## src/rtl/max2831_spi_arb.sv

```systemverilog
// MAX2831 register-write arbiter and 3-wire SPI serialiser: AFC words take priority over host
// writes, and an AFC FRAC/INT pair is kept atomic by masking the host until the pair completes.
module max2831_spi_arb #(
    parameter int         CLK_DIV      = 4,
    parameter logic [3:0] ADDR_FRAC    = 4'd4,
    parameter logic [3:0] ADDR_INT     = 4'd3,
    parameter int         LOCK_TIMEOUT = 1023
) (
    input  logic        clk,
    input  logic        resetn,
    input  logic        afc_req,
    input  logic [13:0] afc_data,
    input  logic        afc_msb_lsb,
    output logic        afc_grant,
    input  logic        host_req,
    input  logic [3:0]  host_addr,
    input  logic [13:0] host_data,
    output logic        host_grant,
    output logic        max2831_ready,
    output logic        spi_csn,
    output logic        spi_sclk,
    output logic        spi_din
);

    typedef enum logic [2:0] {
        ST_IDLE  = 3'd0,
        ST_SETUP = 3'd1,
        ST_SHIFT = 3'd2,
        ST_HOLD  = 3'd3,
        ST_GAP   = 3'd4
    } state_t;

    localparam logic [7:0] DIV_LAST   = 8'(CLK_DIV - 1);
    localparam logic [7:0] SETUP_LAST = 8'(CLK_DIV);
    localparam logic [9:0] LOCK_LAST  = 10'(LOCK_TIMEOUT - 1);
    localparam logic [5:0] NUM_BITS   = 6'd18;

    state_t      state_r;
    logic [7:0]  div_cnt_r;
    logic [5:0]  bit_cnt_r;
    logic [16:0] shreg_r;
    logic        lock_r;
    logic [9:0]  lock_cnt_r;
    logic [17:0] afc_word_s;
    logic [17:0] host_word_s;

    // Form the 18-bit SPI words {data, addr} for both requesters
    always_comb begin
        afc_word_s  = {afc_data, (afc_msb_lsb ? ADDR_FRAC : ADDR_INT)};
        host_word_s = {host_data, host_addr};
    end

    // Arbitration, pair lock and SPI sequencing; all outputs are registered here
    always_ff @(posedge clk or negedge resetn) begin
        if (!resetn) begin
            state_r       <= ST_IDLE;
            div_cnt_r     <= 8'd0;
            bit_cnt_r     <= 6'd0;
            shreg_r       <= 17'd0;
            lock_r        <= 1'b0;
            lock_cnt_r    <= 10'd0;
            afc_grant     <= 1'b0;
            host_grant    <= 1'b0;
            max2831_ready <= 1'b1;
            spi_csn       <= 1'b1;
            spi_sclk      <= 1'b0;
            spi_din       <= 1'b0;
        end else begin
            afc_grant  <= 1'b0;
            host_grant <= 1'b0;
            case (state_r)
                ST_IDLE: begin
                    if (afc_req) begin
                        shreg_r       <= afc_word_s[16:0];
                        spi_din       <= afc_word_s[17];
                        spi_csn       <= 1'b0;
                        max2831_ready <= 1'b0;
                        afc_grant     <= 1'b1;
                        div_cnt_r     <= 8'd0;
                        lock_r        <= afc_msb_lsb;
                        lock_cnt_r    <= 10'd0;
                        state_r       <= ST_SETUP;
                    end else if (lock_r) begin
                        // Host stays masked until the INT half arrives or the pair lock times out
                        if (lock_cnt_r == LOCK_LAST) begin
                            lock_r     <= 1'b0;
                            lock_cnt_r <= 10'd0;
                        end else begin
                            lock_cnt_r <= lock_cnt_r + 10'd1;
                        end
                    end else if (host_req) begin
                        shreg_r       <= host_word_s[16:0];
                        spi_din       <= host_word_s[17];
                        spi_csn       <= 1'b0;
                        max2831_ready <= 1'b0;
                        host_grant    <= 1'b1;
                        div_cnt_r     <= 8'd0;
                        state_r       <= ST_SETUP;
                    end else begin
                        div_cnt_r <= 8'd0;
                    end
                end
                ST_SETUP: begin
                    // Includes the grant cycle, so CS_B leads the first SCLK rise by CLK_DIV+1 cycles
                    if (div_cnt_r == SETUP_LAST) begin
                        div_cnt_r <= 8'd0;
                        bit_cnt_r <= 6'd0;
                        spi_sclk  <= 1'b1;
                        state_r   <= ST_SHIFT;
                    end else begin
                        div_cnt_r <= div_cnt_r + 8'd1;
                    end
                end
                ST_SHIFT: begin
                    if (div_cnt_r != DIV_LAST) begin
                        div_cnt_r <= div_cnt_r + 8'd1;
                    end else begin
                        div_cnt_r <= 8'd0;
                        if (spi_sclk) begin
                            spi_sclk  <= 1'b0;
                            spi_din   <= shreg_r[16];
                            shreg_r   <= {shreg_r[15:0], 1'b0};
                            bit_cnt_r <= bit_cnt_r + 6'd1;
                        end else if (bit_cnt_r == NUM_BITS) begin
                            state_r <= ST_HOLD;
                        end else begin
                            spi_sclk <= 1'b1;
                        end
                    end
                end
                ST_HOLD: begin
                    if (div_cnt_r == DIV_LAST) begin
                        div_cnt_r <= 8'd0;
                        spi_csn   <= 1'b1;
                        spi_din   <= 1'b0;
                        state_r   <= ST_GAP;
                    end else begin
                        div_cnt_r <= div_cnt_r + 8'd1;
                    end
                end
                ST_GAP: begin
                    if (div_cnt_r == DIV_LAST) begin
                        div_cnt_r     <= 8'd0;
                        max2831_ready <= 1'b1;
                        state_r       <= ST_IDLE;
                    end else begin
                        div_cnt_r <= div_cnt_r + 8'd1;
                    end
                end
                default: begin
                    state_r       <= ST_IDLE;
                    div_cnt_r     <= 8'd0;
                    max2831_ready <= 1'b1;
                    spi_csn       <= 1'b1;
                    spi_sclk      <= 1'b0;
                    spi_din       <= 1'b0;
                end
            endcase
        end
    end

endmodule

```

## config.mk

```make
export PLATFORM = sky130hd
export DESIGN_NAME = max2831_spi_arb
export DESIGN_NICKNAME = d
export VERILOG_FILES = /design/src/rtl/max2831_spi_arb.sv
export SDC_FILE = /design/constraint.sdc
export NUM_CORES = 1
export LEC_CHECK = 0
export BUFFER_PORTS_ARGS = -buffer_cell sky130_fd_sc_hd__buf_2
export CAP_MARGIN = 20
export CORE_MARGIN = 3
export CORE_UTILIZATION = 57
export CTS_CLUSTER_DIAMETER = 50
export DETAILED_ROUTE_END_ITERATION = 12
export GPL_ROUTABILITY_DRIVEN = 1
export PLACE_DENSITY = 0.8
export SLEW_MARGIN = 10
export SYNTH_ARGS = -nofsm -noshare
export SYNTH_HDL_FRONTEND = slang
export SYNTH_SLANG_ARGS = --single-unit
```

## constraint.sdc

```tcl
create_clock -name clk -period 2.7 [get_ports clk]
set_input_delay 0.405 -clock clk [delete_from_list [all_inputs] [get_ports clk]]
set_output_delay 0.405 -clock clk [all_outputs]
set_load 0.03 [all_outputs]
```

==> impl_metrics.tcl, run 1 <==
set metrics [dict create \
    status "complete, no violations" \
    timing.hold.ws_ns 0.0104 \
    period_share_pct 88.4 \
    port_buffers 42 \
    htree_levels 2 \
    cts_tree "built" \
    rr_worst_depth 6 \
    powerDensity_nw_per_um2 829 \
    cp.arrival_ns 2.58 \
    core_area_um2 4880 \
    hold_buffers 0 \
    synth-main-ff-cell "dfrtp_1" \
    ant_nets 0 \
    nNetsFinal 399 \
    rsz0062_at_grt "false" \
    io_pins 43 \
    leakage_nw 1.51 \
    gp_congestion 0.860 \
    finalSetupViolations 0 \
    drcViolationCount 0 \
    reg2reg_from "div_cnt_r[0]$_DFFE_PN0P_" \
    grt_start_max_net_pins 37 \
    fmax_mhz 419 \
    wl_per_cell_um 15.1 \
    synth_nets 361 \
    syn_inst 318 \
    crit_required_ns 2.89 \
    clk_latency_ns 0.31 \
    first_global_vias 2505 \
    maxSlewViolCount 0 \
    cap_viol_max_count 0 \
    wirelength_um 6410 \
    crit_type "reg -> reg" \
    antenna_cells 0 \
    tightest_slew_ns 0.725 \
    numCtsBuffers 5 \
    syn_to_final_growth_pct 12.6 \
    clockBufferDepth 2 \
    ctsResizeCount 0 \
    critPathLaunchType "register" \
    viasPerCell 6.02 \
    drtPass1Iterations 4 \
    synth_edf_count 0 \
    fin_setup_tns_ns 0 \
    rows 25 \
    antenna_found_initial 0 \
    dp_hpwl_um 4660 \
    min_path_type "in -> async" \
    dr_total_vias 2554 \
    initial_utilization_pct 60.9 \
    ir_drop_mv 0.463 \
    cts-root-buf "clkbuf_8" \
    ys_seq_elements 51 \
    finalHoldViolations 0 \
    yosysUniqueCellTypes 59 \
    grt_first_pass_wirelength_um 10900 \
    layout-drive-gt1-share_pct 20.4 \
    placed_area_um2 3240 \
    regToRegEndpoint "div_cnt_r[6]$_DFFE_PN0P_" \
    clkTransAtPathRegs_ns 0.09 \
    fin_skew_ns 0.0105 \
    r2r_setup_slack_ns 0.31 \
    endpoint "div_cnt_r[6]$_DFFE_PN0P_" \
    synth_area_per_cell_um2 9.34 \
    end_kind "register" \
    seq_area_frac_synth_pct 43.0 \
    die_w_um 78.2 \
    cts.sinks 51 \
    synth_area_um2 2970 \
    yosys_warnings 0 \
    path_max_fanout 13 \
    grt-ovfl-total 0 \
    track_usage_pct 22.0 \
    startpoint "div_cnt_r[0]$_DFFE_PN0P_" \
    fin_area_um2 3350 \
    die_y_um 78.2 \
    period_minus_slack_ns 2.39 \
    post_cts_buffers 0 \
    dieArea_um2 6110 \
    synth-async-reset-ratio_pct 100 \
    first_iter_violations 130 \
    slew_headroom_pct 51.3 \
]
## metal layers
metal | share of wire [%] | track usage, % | routed length [µm] | vias to the layer above
li1 | - | - | - | 1233
met1 | 42 | 27.1 | 2720 | 1245
met2 | 51 | 37.4 | 3280 | 67
met3 | 4.8 | 5.50 | 307 | 9
met4 | 1.5 | 8.22 | 97 | 0
met5 | 0 | 0 | 0 | -
## logic make-up (layout without fill, tap and decap cells)
kind of cell / Yosys count / count (layout) / share of synthesized area, %
simple gates: 114 / 114 / 20.3
compound gates: 86 / 86 / 18.0
flops: 51 / 51 / 43.0
mux: 34 / 34 / 12.2
buf+inv: 26 / 65 / 3.71
fa+ha+maj: 6 / 6 / 2.53
xor+xnor: 1 / 1 / 0.295
## report_power, final
group | internal, mW | total (mW) | switching, mW | leakage [nW]
Clock | 0.278 | 0.525 | 0.248 | 0.0524
Sequential | 0.981 | 1.19 | 0.210 | 0.658
Combinational | 0.472 | 1.06 | 0.587 | 0.794
## flip-flops by register name, indices dropped and copies added (netlist names), 3 cells and up
register,count
bit_cnt_r,6
div_cnt_r,8
lock_cnt_r,10
shreg_r,17
state_r,3
## cells in the final DEF, fill, tap and decap left out, drive strengths merged, types with 4 or more instances in the layout
cell type,netlist,routed
inv,9,9
nor3b,4,4
o21ai,41,41
a31oi,5,5
clkbuf,12,7
nor3,6,6
or3,6,6
nand2,39,39
buf,5,48
dfrtp,49,49
mux2i,17,17
a21o,4,4
nor2,17,17
and3,7,7
o31ai,7,7
nand3,16,16
ha,6,6
a21oi,10,10
mux2,17,17
## synth_stat cells, types with 4 or more instances
library cell | number | area (µm²)
inv_1 | 9 | 33.8
nor3_1 | 5 | 25.0
mux2_2 | 7 | 78.8
a21oi_1 | 10 | 50.1
clkbuf_1 | 12 | 45.0
nand2_1 | 39 | 146
dfrtp_1 | 49 | 1230
a31oi_1 | 5 | 31.3
mux2i_1 | 17 | 170
a21o_1 | 4 | 30.0
nand3_1 | 15 | 75.1
nor2_1 | 15 | 56.3
o21ai_0 | 41 | 205
and3_1 | 7 | 43.8
ha_1 | 6 | 75.1
or3_1 | 5 | 31.3
o31ai_1 | 7 | 52.6
mux2_1 | 10 | 113
## layout make-up
| type | count | area (µm²) |
|---|---|---|
| flip-flops and latches | 51 | 1280 |
| fillers | 396 | 1530 |
| inverters | 9 | 33.8 |
| clock buffers | 7 | 76.3 |
| well taps | 67 | 83.8 |
| repair buffers | 48 | 255 |
| clock inverters | 1 | 30.0 |
| multi-input cells | 241 | 1590 |
## worst min path at each step
stage                     slack (ns)                        end  startpoint
after global placement          0.36  lock_cnt_r[9]$_DFFE_PN0P_      resetn
after floorplan                 0.11        afc_grant$_DFF_PN0_      resetn
after detailed placement        0.36  lock_cnt_r[9]$_DFFE_PN0P_      resetn
final                           0.01  lock_cnt_r[9]$_DFFE_PN0P_      resetn
after CTS                       0.02  lock_cnt_r[9]$_DFFE_PN0P_      resetn
after global routing            0.02  lock_cnt_r[9]$_DFFE_PN0P_      resetn
## critical path, cell delays in order, from the launching register on
cell and delay, ns:
dfrtp_1 0.41, ha_1 0.23, or4b_2 0.63, o21ai_0 0.27, a21o_1 0.36, nor3_1 0.10
a211o_1 0.28
## metrics by stage
| step | utilization, % | power (mW) | std cells | worst slack, ns |
|---|---|---|---|---|
| 2_1_floorplan | - | 2.00 | 318 | 0.567 |
| 3_3_place_gp | 66.4 | 2.20 | 416 | 0.385 |
| 3_5_place_dp | 66.4 | 2.26 | 416 | 0.345 |
| 4_1_cts | 68.6 | 2.79 | 424 | 0.339 |
| 5_1_grt | 68.6 | 2.98 | 424 | 0.180 |
| 6_report | 68.6 | 2.77 | 424 | 0.313 |
Power figures use the tool's default switching activity.
==> run 2: changes to the inputs <==
PLACE_DENSITY = 0.83   (was 0.8)
==> impl_metrics.tcl, run 2 (synthesis gave the netlist of run 1 again) <==
set metrics [dict create \
    status "complete, no violations" \
    grt_first_pass_wirelength_um 11200 \
    port_buffers 42 \
    rows 25 \
    clk_latency_ns 0.32 \
    drcViolationCount 0 \
    drtPass1Iterations 4 \
    clkTransAtPathRegs_ns 0.11 \
    final_common_cell "dfrtp_1" \
    layout_common_cells "49 x dfrtp_1, 42 x buf_2, 41 x o21ai_0" \
    fin_setup_tns_ns 0 \
    layout-drive-gt1-share_pct 21.2 \
    antenna_found_initial 0 \
    antenna_cells 0 \
    finalHoldViolations 0 \
    numCtsBuffers 5 \
    fin_ws_ns 0.311 \
    pre_cts_slack_ns 0.341 \
    rsz0062_at_grt "false" \
    gp_congestion 0.879 \
    wl_per_cell_um 15.4 \
    clockBufferDepth 2 \
    hold_buffers 0 \
    io_pins 43 \
    track_usage_pct 22.7 \
    cap_viol_max_count 0 \
    leakage_nw 1.52 \
    fin_skew_ns 0.0104 \
    min_path_type "in -> async" \
    htree_levels 2 \
    cts_tree "built" \
    reg_top3 "shreg_r x17, lock_cnt_r x10, div_cnt_r x8" \
    crit_required_ns 2.90 \
    cts.sinks 51 \
    grt_start_max_net_pins 37 \
    end_kind "register" \
    syn_to_final_growth_pct 13.6 \
    fmax_mhz 419 \
    dp_hpwl_um 4700 \
    first_global_vias 2451 \
    core_area_um2 4880 \
    first_iter_violations 130 \
    critPathLaunchType "register" \
    ctsResizeCount 0 \
    wirelength_um 6540 \
    period_minus_slack_ns 2.39 \
    initial_utilization_pct 60.9 \
    powerDensity_nw_per_um2 831 \
    slew_headroom_pct 53.8 \
    nNetsFinal 400 \
    path_max_fanout 17 \
    die_y_um 78.2 \
    maxSlewViolCount 0 \
    post_cts_buffers 0 \
    grt-ovfl-total 0 \
    ant_nets 0 \
    die_w_um 78.2 \
    cts-root-buf "clkbuf_8" \
    largest_register_ffs 17 \
    top_register "shreg_r" \
    viasPerCell 5.99 \
    finalSetupViolations 0 \
    ir_drop_mv 0.438 \
    period_share_pct 88.5 \
    cp.arrival_ns 2.59 \
    tightest_slew_ns 0.688 \
    dr_total_vias 2547 \
    crit_type "reg -> reg" \
    dieArea_um2 6110 \
]
[run 2: cell count changes in the layout (fill, tap and decap cells not counted)]
cell,previous run,this run
clkinvlp_4,0,1
inv_6,0,1
clkbuf_1,2,0
buf_12,0,1
[run 2: worst max-delay path, cell delays in order, from the launching register on]
cell and delay (ns):
dfrtp_1 0.44, or4_1 0.67, nor3_2 0.22, a21oi_1 0.16
nor2_4 0.40, mux2_2 0.40
[run 2: worst paths after layout]
path / end / cells after the start / startpoint / slack [ns]
worst min-delay path: shreg_r[9]$_DFFE_PN0P_ / 1 / resetn / 0.1
max in group asynchronous: div_cnt_r[7]$_DFFE_PN0P_ / 2 / resetn / 2.04
worst min register to register: lock_cnt_r[9]$_DFFE_PN0P_ / 1 / lock_cnt_r[9]$_DFFE_PN0P_ / 0.50
worst max register to register: shreg_r[15]$_DFFE_PN0P_ / 5 / div_cnt_r[3]$_DFFE_PN0P_ / 0.31
worst max-delay path: shreg_r[15]$_DFFE_PN0P_ / 5 / div_cnt_r[3]$_DFFE_PN0P_ / 0.31
min in group clk: host_grant$_DFF_PN0_ / 2 / host_req / 0.39
[run 2: per-stage QoR]
step	hold WS (ns)	cells	util (%)	instance area, µm²	power, mW
after detailed placement	0.453	417	66.8	3260	2.26
after floorplan	0.109	318	-	2970	2.00
after CTS	0.111	425	69.2	3370	2.81
final	0.0954	425	69.2	3370	2.81
after global routing	0.122	425	69.2	3370	3.02
after global placement	0.447	417	66.8	3260	2.21
[run 2: layer usage]
layer / GRT usage, % / part of all wire, % / vias to the layer above
li1: - / - / 1239
met4: 8.22 / 1.2 / 0
met5: 0 / 0 / -
met3: 4.59 / 5.8 / 5
met2: 38.0 / 50 / 70
met1: 29.3 / 43 / 1233
[run 2: final cells by class]
class,instances,area [µm²]
Multi-Input combinational cell,241,1590
Fill cell,380,1510
Sequential cell,51,1280
Timing Repair Buffer,49,275
Tap cell,67,83.8
Clock buffer,5,68.8
Clock inverter,3,46.3
Inverter,9,33.8
[run 2: power breakdown]
group          total [mW]  leakage, nW  internal (mW)  switching (mW)
registers            1.13        0.658          0.982           0.148
logic                1.12        0.804          0.480           0.641
clock network       0.555       0.0548          0.279           0.276
